## src/rtl/ahb_lite_mmio_splitter.sv

```systemverilog
// ahb_lite_mmio_splitter: AHB-Lite 1-to-N splitter for the processor MMIO port.
// Base/mask address decode (lowest index wins on overlap), data-phase tracking,
// read-data/response mux, internal default slave answering unmapped accesses with
// a two-cycle ERROR, and a saturating decode-error counter.
// Optional feature macro: AHB_TIMEOUT_EN. When defined, a slave that stalls for
// TIMEOUT_CYCLES consecutive cycles is abandoned, the master gets an ERROR pair,
// and TIMEOUT_FLAG sets (sticky until HRESET).
module ahb_lite_mmio_splitter #(
  parameter int unsigned                   NUM_SLAVES     = 4,
  parameter int unsigned                   ADDR_W         = 32,
  parameter int unsigned                   DATA_W         = 32,
  parameter logic [NUM_SLAVES*ADDR_W-1:0]  SLV_BASE       = '0,
  parameter logic [NUM_SLAVES*ADDR_W-1:0]  SLV_MASK       = {NUM_SLAVES{ADDR_W'(32'hFFFF_F000)}},
  parameter int unsigned                   ERR_CNT_W      = 8,
  parameter int unsigned                   TIMEOUT_CYCLES = 256
) (
  input  logic                         HCLK,
  input  logic                         HRESET,
  // Master side
  input  logic                         HSEL_M0,
  input  logic [ADDR_W-1:0]            HADDR_M0,
  input  logic [1:0]                   HTRANS_M0,
  input  logic                         HWRITE_M0,
  input  logic [2:0]                   HSIZE_M0,
  input  logic [2:0]                   HBURST_M0,
  input  logic [3:0]                   HPROT_M0,
  input  logic                         HMASTLOCK_M0,
  input  logic [DATA_W-1:0]            HWDATA_M0,
  output logic [DATA_W-1:0]            HRDATA_M0,
  output logic                         HREADY_M0,
  output logic                         HRESP_M0,
  // Slave side
  output logic [NUM_SLAVES-1:0]        HSEL_S,
  output logic [ADDR_W-1:0]            HADDR_S,
  output logic [1:0]                   HTRANS_S,
  output logic                         HWRITE_S,
  output logic [2:0]                   HSIZE_S,
  output logic [2:0]                   HBURST_S,
  output logic [3:0]                   HPROT_S,
  output logic                         HMASTLOCK_S,
  output logic [DATA_W-1:0]            HWDATA_S,
  output logic                         HREADYIN_S,
  input  logic [NUM_SLAVES*DATA_W-1:0] HRDATA_S,
  input  logic [NUM_SLAVES-1:0]        HREADYOUT_S,
  input  logic [NUM_SLAVES-1:0]        HRESP_S,
  // Status
  output logic [ERR_CNT_W-1:0]         DECODE_ERR_CNT,
  output logic                         TIMEOUT_FLAG
);

  localparam int unsigned SelW = (NUM_SLAVES > 1) ? $clog2(NUM_SLAVES) : 1;

  typedef enum logic [1:0] {StIdle, StSlv, StErr1, StErr2} state_e;

  state_e                 state_q, state_d;
  logic [SelW-1:0]        sel_q, sel_d;
  logic [ERR_CNT_W-1:0]   err_cnt_q, err_cnt_d;

  logic                   hit_any;
  logic [SelW-1:0]        hit_idx;
  logic                   addr_valid;
  logic                   tmo_hit;

  // Broadcast address/control/write data to every slave
  assign HADDR_S     = HADDR_M0;
  assign HTRANS_S    = HTRANS_M0;
  assign HWRITE_S    = HWRITE_M0;
  assign HSIZE_S     = HSIZE_M0;
  assign HBURST_S    = HBURST_M0;
  assign HPROT_S     = HPROT_M0;
  assign HMASTLOCK_S = HMASTLOCK_M0;
  assign HWDATA_S    = HWDATA_M0;
  assign HREADYIN_S  = HREADY_M0;

  assign DECODE_ERR_CNT = err_cnt_q;

  // Priority decode: scan downwards so the lowest matching index is the one kept
  always_comb begin
    hit_any = 1'b0;
    hit_idx = '0;
    for (int i = int'(NUM_SLAVES) - 1; i >= 0; i--) begin
      if ((HADDR_M0 & SLV_MASK[i*ADDR_W +: ADDR_W]) == SLV_BASE[i*ADDR_W +: ADDR_W]) begin
        hit_any = 1'b1;
        hit_idx = SelW'(i);
      end
    end
  end

  // One-hot slave select; independent of HTRANS, suppressed during reset
  always_comb begin
    HSEL_S = '0;
    if (!HRESET && HSEL_M0 && hit_any) begin
      HSEL_S[hit_idx] = 1'b1;
    end
  end

  // Master-facing response mux driven by the data-phase state
  always_comb begin
    HREADY_M0 = 1'b1;
    HRESP_M0  = 1'b0;
    HRDATA_M0 = '0;
    unique case (state_q)
      StSlv: begin
        HREADY_M0 = HREADYOUT_S[sel_q];
        HRESP_M0  = HRESP_S[sel_q];
        HRDATA_M0 = HRDATA_S[int'(sel_q)*DATA_W +: DATA_W];
      end
      StErr1: begin
        HREADY_M0 = 1'b0;
        HRESP_M0  = 1'b1;
      end
      StErr2: begin
        HREADY_M0 = 1'b1;
        HRESP_M0  = 1'b1;
      end
      default: begin
        HREADY_M0 = 1'b1;
        HRESP_M0  = 1'b0;
      end
    endcase
  end

  assign addr_valid = HSEL_M0 & HTRANS_M0[1] & HREADY_M0;

`ifdef AHB_TIMEOUT_EN
  localparam int unsigned TmoW = $clog2(TIMEOUT_CYCLES + 1);

  logic [TmoW-1:0] tmo_cnt_q, tmo_cnt_d;
  logic            tmo_flag_q, tmo_flag_d;
  logic            stalled;

  // Count consecutive stalled slave cycles; fire on the TIMEOUT_CYCLES-th one
  always_comb begin
    stalled    = (state_q == StSlv) && !HREADYOUT_S[sel_q];
    tmo_hit    = stalled && (tmo_cnt_q == TmoW'(TIMEOUT_CYCLES - 1));
    tmo_cnt_d  = (stalled && !tmo_hit) ? tmo_cnt_q + 1'b1 : '0;
    tmo_flag_d = tmo_flag_q | tmo_hit;
  end

  // Timeout counter and sticky flag
  always_ff @(posedge HCLK) begin
    if (HRESET) begin
      tmo_cnt_q  <= '0;
      tmo_flag_q <= 1'b0;
    end else begin
      tmo_cnt_q  <= tmo_cnt_d;
      tmo_flag_q <= tmo_flag_d;
    end
  end

  assign TIMEOUT_FLAG = tmo_flag_q;
`else
  logic unused_tmo_cfg;
  assign unused_tmo_cfg = ^TIMEOUT_CYCLES;
  assign tmo_hit        = 1'b0;
  assign TIMEOUT_FLAG   = 1'b0;
`endif

  // Data-phase next state: ERR1->ERR2 always, otherwise advance only when HREADY_M0 is high
  always_comb begin
    state_d   = state_q;
    sel_d     = sel_q;
    err_cnt_d = err_cnt_q;
    if (state_q == StErr1) begin
      state_d = StErr2;
    end else if (tmo_hit) begin
      // Abandon the stalled slave; its later outputs are no longer selected
      state_d = StErr1;
    end else if (HREADY_M0) begin
      if (addr_valid && hit_any) begin
        state_d = StSlv;
        sel_d   = hit_idx;
      end else if (addr_valid) begin
        state_d = StErr1;
        if (err_cnt_q != '1) begin
          err_cnt_d = err_cnt_q + 1'b1;
        end
      end else begin
        state_d = StIdle;
      end
    end
  end

  // Data-phase state, active slave index and decode-error counter
  always_ff @(posedge HCLK) begin
    if (HRESET) begin
      state_q   <= StIdle;
      sel_q     <= '0;
      err_cnt_q <= '0;
    end else begin
      state_q   <= state_d;
      sel_q     <= sel_d;
      err_cnt_q <= err_cnt_d;
    end
  end

endmodule

```

## config.mk

```make
export PLATFORM = sky130hd
export DESIGN_NAME = ahb_lite_mmio_splitter
export DESIGN_NICKNAME = d
export VERILOG_FILES = /design/src/rtl/ahb_lite_mmio_splitter.sv
export SDC_FILE = /design/constraint.sdc
export NUM_CORES = 1
export LEC_CHECK = 0
export ABC_AREA = 1
export CORE_AREA = 2 2 131 133
export DETAILED_ROUTE_END_ITERATION = 7
export DIE_AREA = 0 0 133 135
export GPL_TIMING_DRIVEN = 1
export PLACE_DENSITY = 0.47
export SETUP_SLACK_MARGIN = 0.5
export SLEW_MARGIN = 0
export SYNTH_ARGS = -nofsm -noshare
export SYNTH_HDL_FRONTEND = slang
export SYNTH_SLANG_ARGS = --single-unit
```

## constraint.sdc

```tcl
create_clock -name HCLK -period 2.8 [get_ports HCLK]
set_input_delay 0.84 -clock HCLK [delete_from_list [all_inputs] [get_ports HCLK]]
set_output_delay 0.84 -clock HCLK [all_outputs]
set_load 0.01 [all_outputs]
```

==> results of run 1 <==
-- final timing paths --
kind	from	end	slack, ns	cells past startpoint
max	HADDR_M0[26]	HSEL_S[0]	0.41	7
max reg2reg	state_q[1]	DECODE_ERR_CNT[2]	1.08	10
min reg2reg	DECODE_ERR_CNT[7]	DECODE_ERR_CNT[7]	0.51	2
min	DECODE_ERR_CNT[7]	DECODE_ERR_CNT[7]	0.51	2
-- metal layers --
metal / global-route usage [%] / wire [um] / vias to the layer above
met5: 0 / 0 / -
met4: 3.047 / 238 / 0
met3: 7.845 / 1750 / 26
met2: 9.384 / 2615 / 103
met1: 5.499 / 1859 / 629
li1: - / - / 785
-- final cells by class --
cell class / instances / area (um^2)
fillers: 1892 / 13980
repair buffers: 129 / 1044
multi-input cells: 124 / 658.1
well taps: 220 / 275.3
flip-flops and latches: 10 / 200.2
inverters: 42 / 157.7
clock buffers: 4 / 88.84
-- logic make-up after synthesis --
kind of cell / share of synthesized area [%]
other: 0.2334
buffers and inverters: 51.32
AO/OA/AOI/OAI: 3.895
XOR/XNOR: 1.091
AND/OR/NAND/NOR: 30.22
flip-flops: 12.46
adder cells (fa/ha/maj): 0.7787
-- synthesized netlist by cell type --
master    count  area, um^2
nor2_1       53       198.9
nand2_1      33       123.9
clkbuf_8      1       13.76
nor2_4        2       22.52
conb_1        1       3.750
o21ai_4       1       16.27
nand3_2       2       20.02
a21oi_1       8       40.04
xor2_1        1       8.760
clkbuf_4      1       7.510
buf_4        83       623.1
a31oi_1       1       6.260
nand4_1       8       50.05
nand3b_1      1       7.510
nand3_1       3       15.01
nand2_2       1       6.260
buf_1         3       11.26
xnor2_1       1       8.760
nand3_4       1       17.52
nor2_2        1       6.260
and2_1        1       6.260
inv_1        42       157.7
buf_6         1       11.26
nand2_4       1       11.26
ha_1          1       12.51
dfxtp_1      10       200.2
-- sequential cells by signal, summed over array words and instances (netlist names) --
register        count
DECODE_ERR_CNT      8
state_q             2
-- metrics by stage --
step / TNS (ns) / setup slack [ns] / power, uW / instances
detailed placement: -1.421 / -0.4723 / 400.0 / 524
finish: 0 / 0.4094 / 652.8 / 529
CTS: 0 / 0.3487 / 654.3 / 529
floorplan: 0 / 0.4596 / 339.2 / 265
global placement: -1.278 / -0.4766 / 398.3 / 524
global route: 0 / 0.3562 / 683.9 / 529
-- power by group --
group | internal, uW | switching [uW] | total (uW)
logic | 112 | 98.8 | 211
clock network | 216 | 75.0 | 291
registers | 147 | 4.32 | 151
total | 475 | 178 | 653
-- timing repair --
action,4_1_cts,5_1_grt
resized for setup,280,26
pin swaps,50,15
hold endpoints to repair,0,0
setup buffers,1,0
setup endpoints to repair,57,9
-- worst min-delay path: stages, from the launching register on --
cell and delay (ns):
dfxtp_1 0.33, nand2_1 0.08, a21oi_1 0.05
==> results.md, run 1 <==
- Outcome: completed
- CTS clk-pin slew, worst paths: ~0.04 ns
- Global-route wire length before repair: between 8 and 9 mm
- Clk root buf: clkbuf_16
- Crit-path cells: buf_2, nor2_1, nand2_1, nor2_2, nand3_4, nor2_4, buf_6
- NumNets Final: between 500 and 600
- Max cap viols: 0
- Synth cell types: 26
- Max Root-Sink Buffers: 2
- Synth Cell Area: between 0.0015 and 0.002 mm^2
- Initial antenna violation count: 0
- Row Count: 47
- Worst min path class: flip-flop to flip-flop
- Yosys warns: 0
- Starting density of the core: roughly a tenth
- Final min period: roughly 2.4 ns
- TritonCTS clock tree: yes
- DIE WIDTH: around 130 um
- CP Max Fanout: 2
- I/O pin count: around 340
- Worst vdd ir: 0.0002110 V
- Clk_lat worst skew: 0.24 ns
- Crit path max-delay family: simple AND/OR/NAND/NOR gates
- Worst stage delay on the critical path: 0.15 ns
- Worst EP arrival: 1.55 ns
- # diodes: 0
- Vias/cell: between 2 and 3
- Critical path type: primary input to output pin
- Final Skew: ~0.0035 ns
- Slew Limit Fails: 0
- Utilization after layout: approximately 15%
- Drt first-iter violations: 20
- Unrepaired setup endpoints after global routing: yes
- Most frequent cells in the layout: dlygate4sd2_1 (43), nor2_1 (42), buf_2 (40), inv_1 (39), nand2_1 (30)
- Leak Pwr: about 0.0012 uW
- Fmax: roughly 420 MHz
- Hold Buf Count CTS: 0
- Seq/Total Area, Yosys: approximately an eighth
- CP Data Required Time: roughly 2.0 ns
- Area growth syn-to-layout: 50.86%
- Crit path capture type: output pin
- Tcrit/Tclk final: 85.38%
- Most common cell after layout, fill and taps aside: dlygate4sd2_1
- DP Area: 0.002497 mm^2
- Gate Count Post-Synth: 262
- DRT Wirelength: between 6 and 7 mm
- Via count: approximately 1500
- Final hold vios: 0
- Gr usage total: under 10%
- Routed Antenna Nets: 0
- Core area: about 0.016 mm^2
- Congestion Overflow GR: 0
- Largest net degree at the start of global routing: 34
- Die Ht: around 140 um
- Routability cong.: approximately 0.76
- Final Cell Area: between 0.002 and 0.0025 mm^2
- Hold_ws: 0.5143 ns
- Synth Register Bits: 10
- IO Port Bufs: approximately 120
- Drc violations: 0
- H-tree depth: 1
- Drt first pass iters: 4
- Critical Path Source Type: primary input
- PwrDens: between 200 and 300 mW/mm^2
- CP bufs+invs: 2
- Clock sink total: 10
- Cts bufs inserted: 3
- Syn Area/Cell: roughly 6 um^2
- CP max-delay cell: nor2_2
- Routed len/inst: approximately 12 um
- Post-DP HPWL: between 5 and 6 mm
- Vias in the first global route: between 1000 and 1500
- Share of cells above drive strength 1: between 30% and 40%
- Die ar.: around 0.018 mm^2
- Endpoints failing setup: 0
(Power assumes the default switching activity.)
==> run 2, diff against run 1 <==
--- a/config.mk
+++ b/config.mk
@@ -6,11 +6,11 @@
 export NUM_CORES = 1
 export LEC_CHECK = 0
 export ABC_AREA = 1
-export CORE_AREA = 2 2 131 133
+export CORE_AREA = 2 2 135 137
 export DETAILED_ROUTE_END_ITERATION = 7
-export DIE_AREA = 0 0 133 135
+export DIE_AREA = 0 0 137 139
 export GPL_TIMING_DRIVEN = 1
-export PLACE_DENSITY = 0.47
+export PLACE_DENSITY = 0.44
 export SETUP_SLACK_MARGIN = 0.5
 export SLEW_MARGIN = 0
 export SYNTH_ARGS = -nofsm -noshare
==> constraint.sdc (replaced) <==
create_clock -name HCLK -period 2.5 [get_ports HCLK]
set_input_delay 0.75 -clock HCLK [delete_from_list [all_inputs] [get_ports HCLK]]
set_output_delay 0.75 -clock HCLK [all_outputs]
set_load 0.01 [all_outputs]
==> run 2 against run 1 <==
Effect of this change:
- critical path depth is the same
- combinational power grew 19%
- global-route usage shrank 0.46 points
- cell area grew 3.9%
- clock skew is essentially flat
- worst hold slack lost 0.017 ns
- critical path type unchanged
==> results.md, run 2 (same netlist as run 1, synthesis figures left out) <==
- TritonCTS clock tree: yes (unchanged)
- I/O pin count: 343 (unchanged)
- Reg2reg end: DECODE_ERR_CNT[2] (unchanged)
- Critical Path Source Type: primary input (unchanged)
- Tcrit/Tclk final: 87.78%
- Slew Limit Fails: 0 (unchanged)
- Vias/cell: 3.024 (was 2.917)
- Most frequent cells in the layout: dlygate4sd2_1 (51), nor2_1 (40), inv_1 (38), buf_2 (35), nand2_1 (28) (was dlygate4sd2_1 (43), nor2_1 (42), buf_2 (40), inv_1 (39), nand2_1 (30))
- CP max-delay cell: nor2_4 (was nor2_2)
- Crit path max-delay family: simple AND/OR/NAND/NOR gates (unchanged)
- Largest register FFs: 8 (unchanged)
- Vias in the first global route: 1534 (was 1433)
- Setup WS post-layout: 0.3054 ns (was 0.4094 ns)
- CP bufs+invs: 2 (unchanged)
- # diodes: 0 (unchanged)
- Unrepaired setup endpoints after global routing: yes (unchanged)
- DP Area: 0.002519 mm^2 (was 0.002497 mm^2)
- Fill cells: 2055 (was 1892)
- Placed insts: 534 (was 524)
- Hold depth: 2 (unchanged)
- PwrDens: 295.9 mW/mm^2 (was 269.3 mW/mm^2)
- Post-DP HPWL: 5.397 mm (was 5.542 mm)
- Multi-input logic area: 693.2 um^2 (was 658.1 um^2)
- Routability cong.: 0.7465 (was 0.7587)
- Drt first pass iters: 4 (unchanged)
- Utilization after layout: 14.26% (was 14.77%)
- Pre-CTS setup slack: -0.6060 ns (was -0.4723 ns)
- Via count: 1633 (was 1543)
- Drc violations: 0 (unchanged)
- Most common cell after layout, fill and taps aside: dlygate4sd2_1 (unchanged)
- Worst EP arrival: 1.44 ns (was 1.55 ns)
- Worst r2r path cells: 9 (was 10)
- Largest net degree at the start of global routing: 33 (was 34)
- R2R Path Start: state_q[0] (was state_q[1])
- Congestion Overflow GR: 0 (unchanged)
- Clk_lat worst skew: 0.24 ns (about the same)
- Final Cell Area: 0.002519 mm^2 (was 0.002424 mm^2)
- Fmax: between 400 and 500 MHz
- Final Skew: 0.003685 ns (was 0.003545 ns)
- Outcome: completed (unchanged)
- Die ar.: 0.01904 mm^2 (was 0.01796 mm^2)
- IO Port Bufs: 122 (unchanged)
- Critical path type: primary input to output pin (unchanged)
- Clock sink total: 10 (unchanged)
- Hold_sp: DECODE_ERR_CNT[6] (was DECODE_ERR_CNT[7])
- Initial antenna violation count: 0 (unchanged)
- Worst stage delay on the critical path: 0.13 ns (was 0.15 ns)
- Post-Layout Cell Count: 540 (was 529)
- Global-route wire length before repair: 8.680 mm (was 8.790 mm)
- Crit path capture type: output pin (unchanged)
- Share of cells above drive strength 1: 35.69% (was 30.42%)
- Routed Antenna Nets: 0 (unchanged)
- Drt first-iter violations: 22 (was 20)
- Area growth syn-to-layout: 56.78% (was 50.86%)
- Row Count: 49 (was 47)
- CTS clk-pin slew, worst paths: 0.04 ns (about the same)
- Clk root buf: clkbuf_16 (unchanged)
- Core area: 0.01766 mm^2 (was 0.01641 mm^2)
- R2R Setup Slk: 0.86 ns (was 1.08 ns)
- CP endpoint: HSEL_S[0] (unchanged)
- Endpoints failing setup: 0 (unchanged)
- Routed len/inst: 12.35 um (was 12.22 um)
- CP Data Required Time: 1.75 ns (was 1.96 ns)
- Final hold vios: 0 (unchanged)
- Final min period: 2.195 ns
- CP Max Fanout: 2 (unchanged)
- Timing startpoint of the critical path: HADDR_M0[19] (was HADDR_M0[26])
- Leak Pwr: 0.001261 uW (was 0.001248 uW)
- Die Ht: 139 um (was 135 um)
- DRT Wirelength: 6.671 mm (was 6.464 mm)
- Max cap viols: 0 (unchanged)
- NumNets Final: 530 (was 528)
- DIE WIDTH: 137 um (was 133 um)
- Cell mode on critical path: nor2_4
- Reg area: 211.5 um^2 (was 200.2 um^2)
- WP depth: 7 (unchanged)
- Hold Buf Count CTS: 0 (unchanged)
- Worst min path class: flip-flop to flip-flop (unchanged)
- Starting density of the core: 9.099% (was 9.792%)
- Worst vdd ir: 0.0001752 V (was 0.0002110 V)
- Cts bufs inserted: 3 (unchanged)
- Gr usage total: 6.123% (was 6.584%)
- H-tree depth: 1 (unchanged)
- Crit-path cells: buf_6, nor2_4, nand2_2, nor2_4, nand3_4, nor2_4, buf_6 (was buf_2, nor2_1, nand2_1, nor2_2, nand3_4, nor2_4, buf_6)
- Max Root-Sink Buffers: 2 (unchanged)
- Tot Pwr: 745.4 uW (was 652.8 uW)
## run 2: changes by cell type in the layout (fill, tap and decap cells not counted), sizes merged
cell | previous run | this run
dlygate4sd2 | 43 | 51
clkdlybuf4s50 | 15 | 8
clkbuf | 7 | 10
dlymetal6s2s | 6 | 1
clkdlybuf4s15 | 2 | 3
buf | 60 | 62
## run 2: per-stage QoR
step	hold WS (ns)	TNS, ns
after global placement	0.5016	-5.605
after CTS	0.5002	0
after detailed placement	0.4954	-5.924
after global routing	0.5336	0
final	0.4974	0
after floorplan	0.5054	0
## run 2: tightest hold or removal path, stage by stage, from the launching register on
cell and delay [ns]:
dfxtp_2 0.34, nand2_1 0.07, a21oi_1 0.05
## run 2: what timing repair did
| item | 4_1_cts | 5_1_grt |
|---|---|---|
| gates cloned | 0 | 1 |
| resized for setup | 312 | 37 |
| endpoints found under the setup margin | 69 | 39 |
| setup buffers | 1 | 0 |
| pin swaps | 53 | 16 |
## run 2: cell type report
| type | instances | share of cell area (%) |
|---|---|---|
| repair buffers | 131 | 42.92 |
| multi-input cells | 124 | 27.52 |
| well taps | 229 | 11.38 |
| flip-flops and latches | 10 | 8.395 |
| inverters | 42 | 6.259 |
| clock buffers | 4 | 3.527 |
## run 2: layer usage
layer	part of all wire, %	up-vias	track usage (%)
met5	0	-	0
met4	3.9	0	2.821
met3	27	19	6.615
met2	41	99	9.217
met1	28	725	5.077
li1	-	790	-
## run 2: worst min path at each step
stage,slack [ns],endpoint
after floorplan,0.51,DECODE_ERR_CNT[7]
after global placement,0.50,DECODE_ERR_CNT[7]
after detailed placement,0.50,DECODE_ERR_CNT[7]
after CTS,0.50,DECODE_ERR_CNT[7]
after global routing,0.53,DECODE_ERR_CNT[5]
final,0.50,DECODE_ERR_CNT[6]
## run 2: power by group
group / internal [uW] / leakage (uW) / switching [uW]
registers: 163 / 0.0000848 / 5.28
clock network: 241 / 0.0000442 / 83.1
logic: 135 / 0.00113 / 117
==> run 3, diff against run 2 <==
--- a/config.mk
+++ b/config.mk
@@ -11,7 +11,7 @@
 export DIE_AREA = 0 0 137 139
 export GPL_TIMING_DRIVEN = 1
 export PLACE_DENSITY = 0.44
-export SETUP_SLACK_MARGIN = 0.5
+export SETUP_SLACK_MARGIN = 0.1
 export SLEW_MARGIN = 0
 export SYNTH_ARGS = -nofsm -noshare
 export SYNTH_HDL_FRONTEND = slang
==> run 3 against run 2 <==
Effect of this change:
- sequential share of layout area decreased by 0.65 points
- cell area up 2.7%
- register-to-register slack improved by 0.08 ns
- worst setup slack worse by 0.17 ns
- first-iteration DRC count fell by 4.5%
- cell count is the same
- maximum frequency is 7.2% lower
- combinational power down 4%
==> results.md, run 3 (same netlist as run 1, synthesis figures left out) <==
- Outcome: completed (unchanged)
- CP max-delay cell: clkdlybuf4s50_1 (was nor2_4)
- TNS Setup: 0 ns (unchanged)
- Worst stage delay on the critical path: 0.46 ns (was 0.13 ns)
- Utilization after layout: 14.65% (was 14.26%)
- DRT Wirelength: 6.358 mm (was 6.671 mm)
- Die Ht: 139 um (unchanged)
- Worst EP arrival: 1.61 ns (was 1.44 ns)
- Final hold vios: 0 (unchanged)
- Hold Buf Count CTS: 0 (unchanged)
- Starting density of the core: 9.099% (unchanged)
- Vias/cell: 2.915 (was 3.024)
- Drt first-iter violations: 21 (was 22)
- Setup WS post-layout: 0.1357 ns (was 0.3054 ns)
- Pre-CTS setup slack: -0.5845 ns (was -0.6060 ns)
- Worst vdd ir: 0.0001818 V (was 0.0001752 V)
- CP Data Required Time: 1.75 ns (about the same)
- Tcrit/Tclk final: 94.57% (was 87.78%)
- Vias in the first global route: 1505 (was 1534)
- Worst min path class: flip-flop to flip-flop (unchanged)
- Cts bufs inserted: 3 (unchanged)
- Share of cells above drive strength 1: 11.58% (was 35.69%)
- Routability cong.: 0.7639 (was 0.7465)
- Area growth syn-to-layout: 60.98% (was 56.78%)
- TritonCTS clock tree: yes (unchanged)
- Unrepaired setup endpoints after global routing: yes (unchanged)
- Routed len/inst: 11.77 um (was 12.35 um)
- Clock sink total: 10 (unchanged)
- Fill cells: 2031 (was 2055)
- Tot Pwr: 736.9 uW (was 745.4 uW)
- Routed Antenna Nets: 0 (unchanged)
- Critical Path Source Type: primary input (unchanged)
- Core area: 0.01766 mm^2 (unchanged)
- Post-DP HPWL: 5.490 mm (was 5.397 mm)
- Most frequent cells in the layout: nor2_1 (51), clkdlybuf4s50_1 (43), inv_1 (41), dlygate4sd2_1 (38), nand2_1 (33) (was dlygate4sd2_1 (51), nor2_1 (40), inv_1 (38), buf_2 (35), nand2_1 (28))
- Drt first pass iters: 4 (unchanged)
- Die ar.: 0.01904 mm^2 (unchanged)
- Largest register FFs: 8 (unchanged)
- Critical path type: primary input to output pin (unchanged)
- H-tree depth: 1 (unchanged)
- Max cap viols: 0 (unchanged)
- Fmax: 423.0 MHz (was 455.7 MHz)
- NumNets Final: 530 (unchanged)
- Initial antenna violation count: 1 (was 0)
- Most common cell after layout, fill and taps aside: nor2_1 (was dlygate4sd2_1)
- Final Skew: 0.001075 ns (was 0.003685 ns)
- Crit-path cells: clkdlybuf4s50_1, inv_1, nor2_1, dlygate4sd2_1 (was buf_6, nor2_4, nand2_2, nor2_4, nand3_4, nor2_4, buf_6)
- Gr usage total: 6.103% (was 6.123%)
- CP Max Fanout: 1 (was 2)
- DIE WIDTH: 137 um (unchanged)
- Global-route wire length before repair: 8.666 mm (was 8.680 mm)
- Max Root-Sink Buffers: 2 (unchanged)
- Leak Pwr: 0.001371 uW (was 0.001261 uW)
- Clk_lat worst skew: 0.24 ns (about the same)
- PwrDens: 284.9 mW/mm^2 (was 295.9 mW/mm^2)
- I/O pin count: 343 (unchanged)
- # diodes: 0 (unchanged)
- Congestion Overflow GR: 0 (unchanged)
- Endpoints failing setup: 0 (unchanged)
- Drc violations: 0 (unchanged)
- Largest net degree at the start of global routing: 33 (unchanged)
- Clk root buf: clkbuf_16 (unchanged)
- Row Count: 49 (unchanged)
- Crit path capture type: output pin (unchanged)
- Via count: 1574 (was 1633)
- IO Port Bufs: 122 (unchanged)
- CTS clk-pin slew, worst paths: 0.04 ns (about the same)
- Final min period: 2.364 ns (was 2.195 ns)
- Slew Limit Fails: 0 (unchanged)
[run 3: changes by cell type in the layout (fill, tap and decap cells not counted), sizes merged]
cell / before / now
clkdlybuf4s15: 3 / 13
dlymetal6s2s: 1 / 20
clkdlybuf4s50: 8 / 43
clkbuf: 10 / 11
buf: 62 / 10
dlygate4sd2: 51 / 38
[run 3: what timing repair did]
action,4_1_cts,5_1_grt
setup endpoints to repair,57,18
buffers inserted,2,0
resized for setup,70,45
pin swaps,4,19
[run 3: report_power, final]
part	internal, uW	switching [uW]	leakage (uW)	total, uW
combinational	140	102	0.00125	242
sequential	164	4.96	0.0000810	169
clock	241	84.0	0.0000442	325
[run 3: critical path, delay by kind of cell]
family / cells / cell delay [ns]
simple gates: 1 / 0.09
buf+inv: 3 / 0.77
[run 3: per-layer routing]
| layer | vias up | part of all wire, % | GRT usage (%) |
|---|---|---|---|
| li1 | 784 | - | - |
| met1 | 655 | 28 | 4.751 |
| met2 | 113 | 38 | 8.615 |
| met3 | 20 | 31 | 8.224 |
| met4 | 2 | 3.2 | 2.333 |
| met5 | - | 0.13 | 0 |
[run 3: worst paths after layout]
kind | from | to | slack [ns] | cells after the start
worst min-delay path | DECODE_ERR_CNT[7] | DECODE_ERR_CNT[7] | 0.50 | 2
worst max-delay path | HRDATA_S[23] | HRDATA_M0[23] | 0.14 | 4
worst max register to register | state_q[0] | DECODE_ERR_CNT[3] | 0.94 | 9
worst min register to register | DECODE_ERR_CNT[7] | DECODE_ERR_CNT[7] | 0.50 | 2
[run 3: final cells by class]
class | count | area, um^2 | share of cell area (%)
clock buffer | 4 | 88.84 | 3.435
sequential | 10 | 200.2 | 7.741
multi-input combinational | 124 | 598.1 | 23.13
inverter | 42 | 157.7 | 6.096
tap | 229 | 286.5 | 11.08
timing repair buffer | 131 | 1255 | 48.52
[run 3: metrics by stage]
stage,hold WS (ns),cells,area (um^2)
2_1_floorplan,0.5054,265,1618
3_3_place_gp,0.4986,534,2511
3_5_place_dp,0.4942,534,2511
4_1_cts,0.5029,540,2547
5_1_grt,0.5288,540,2586
6_report,0.4972,540,2586
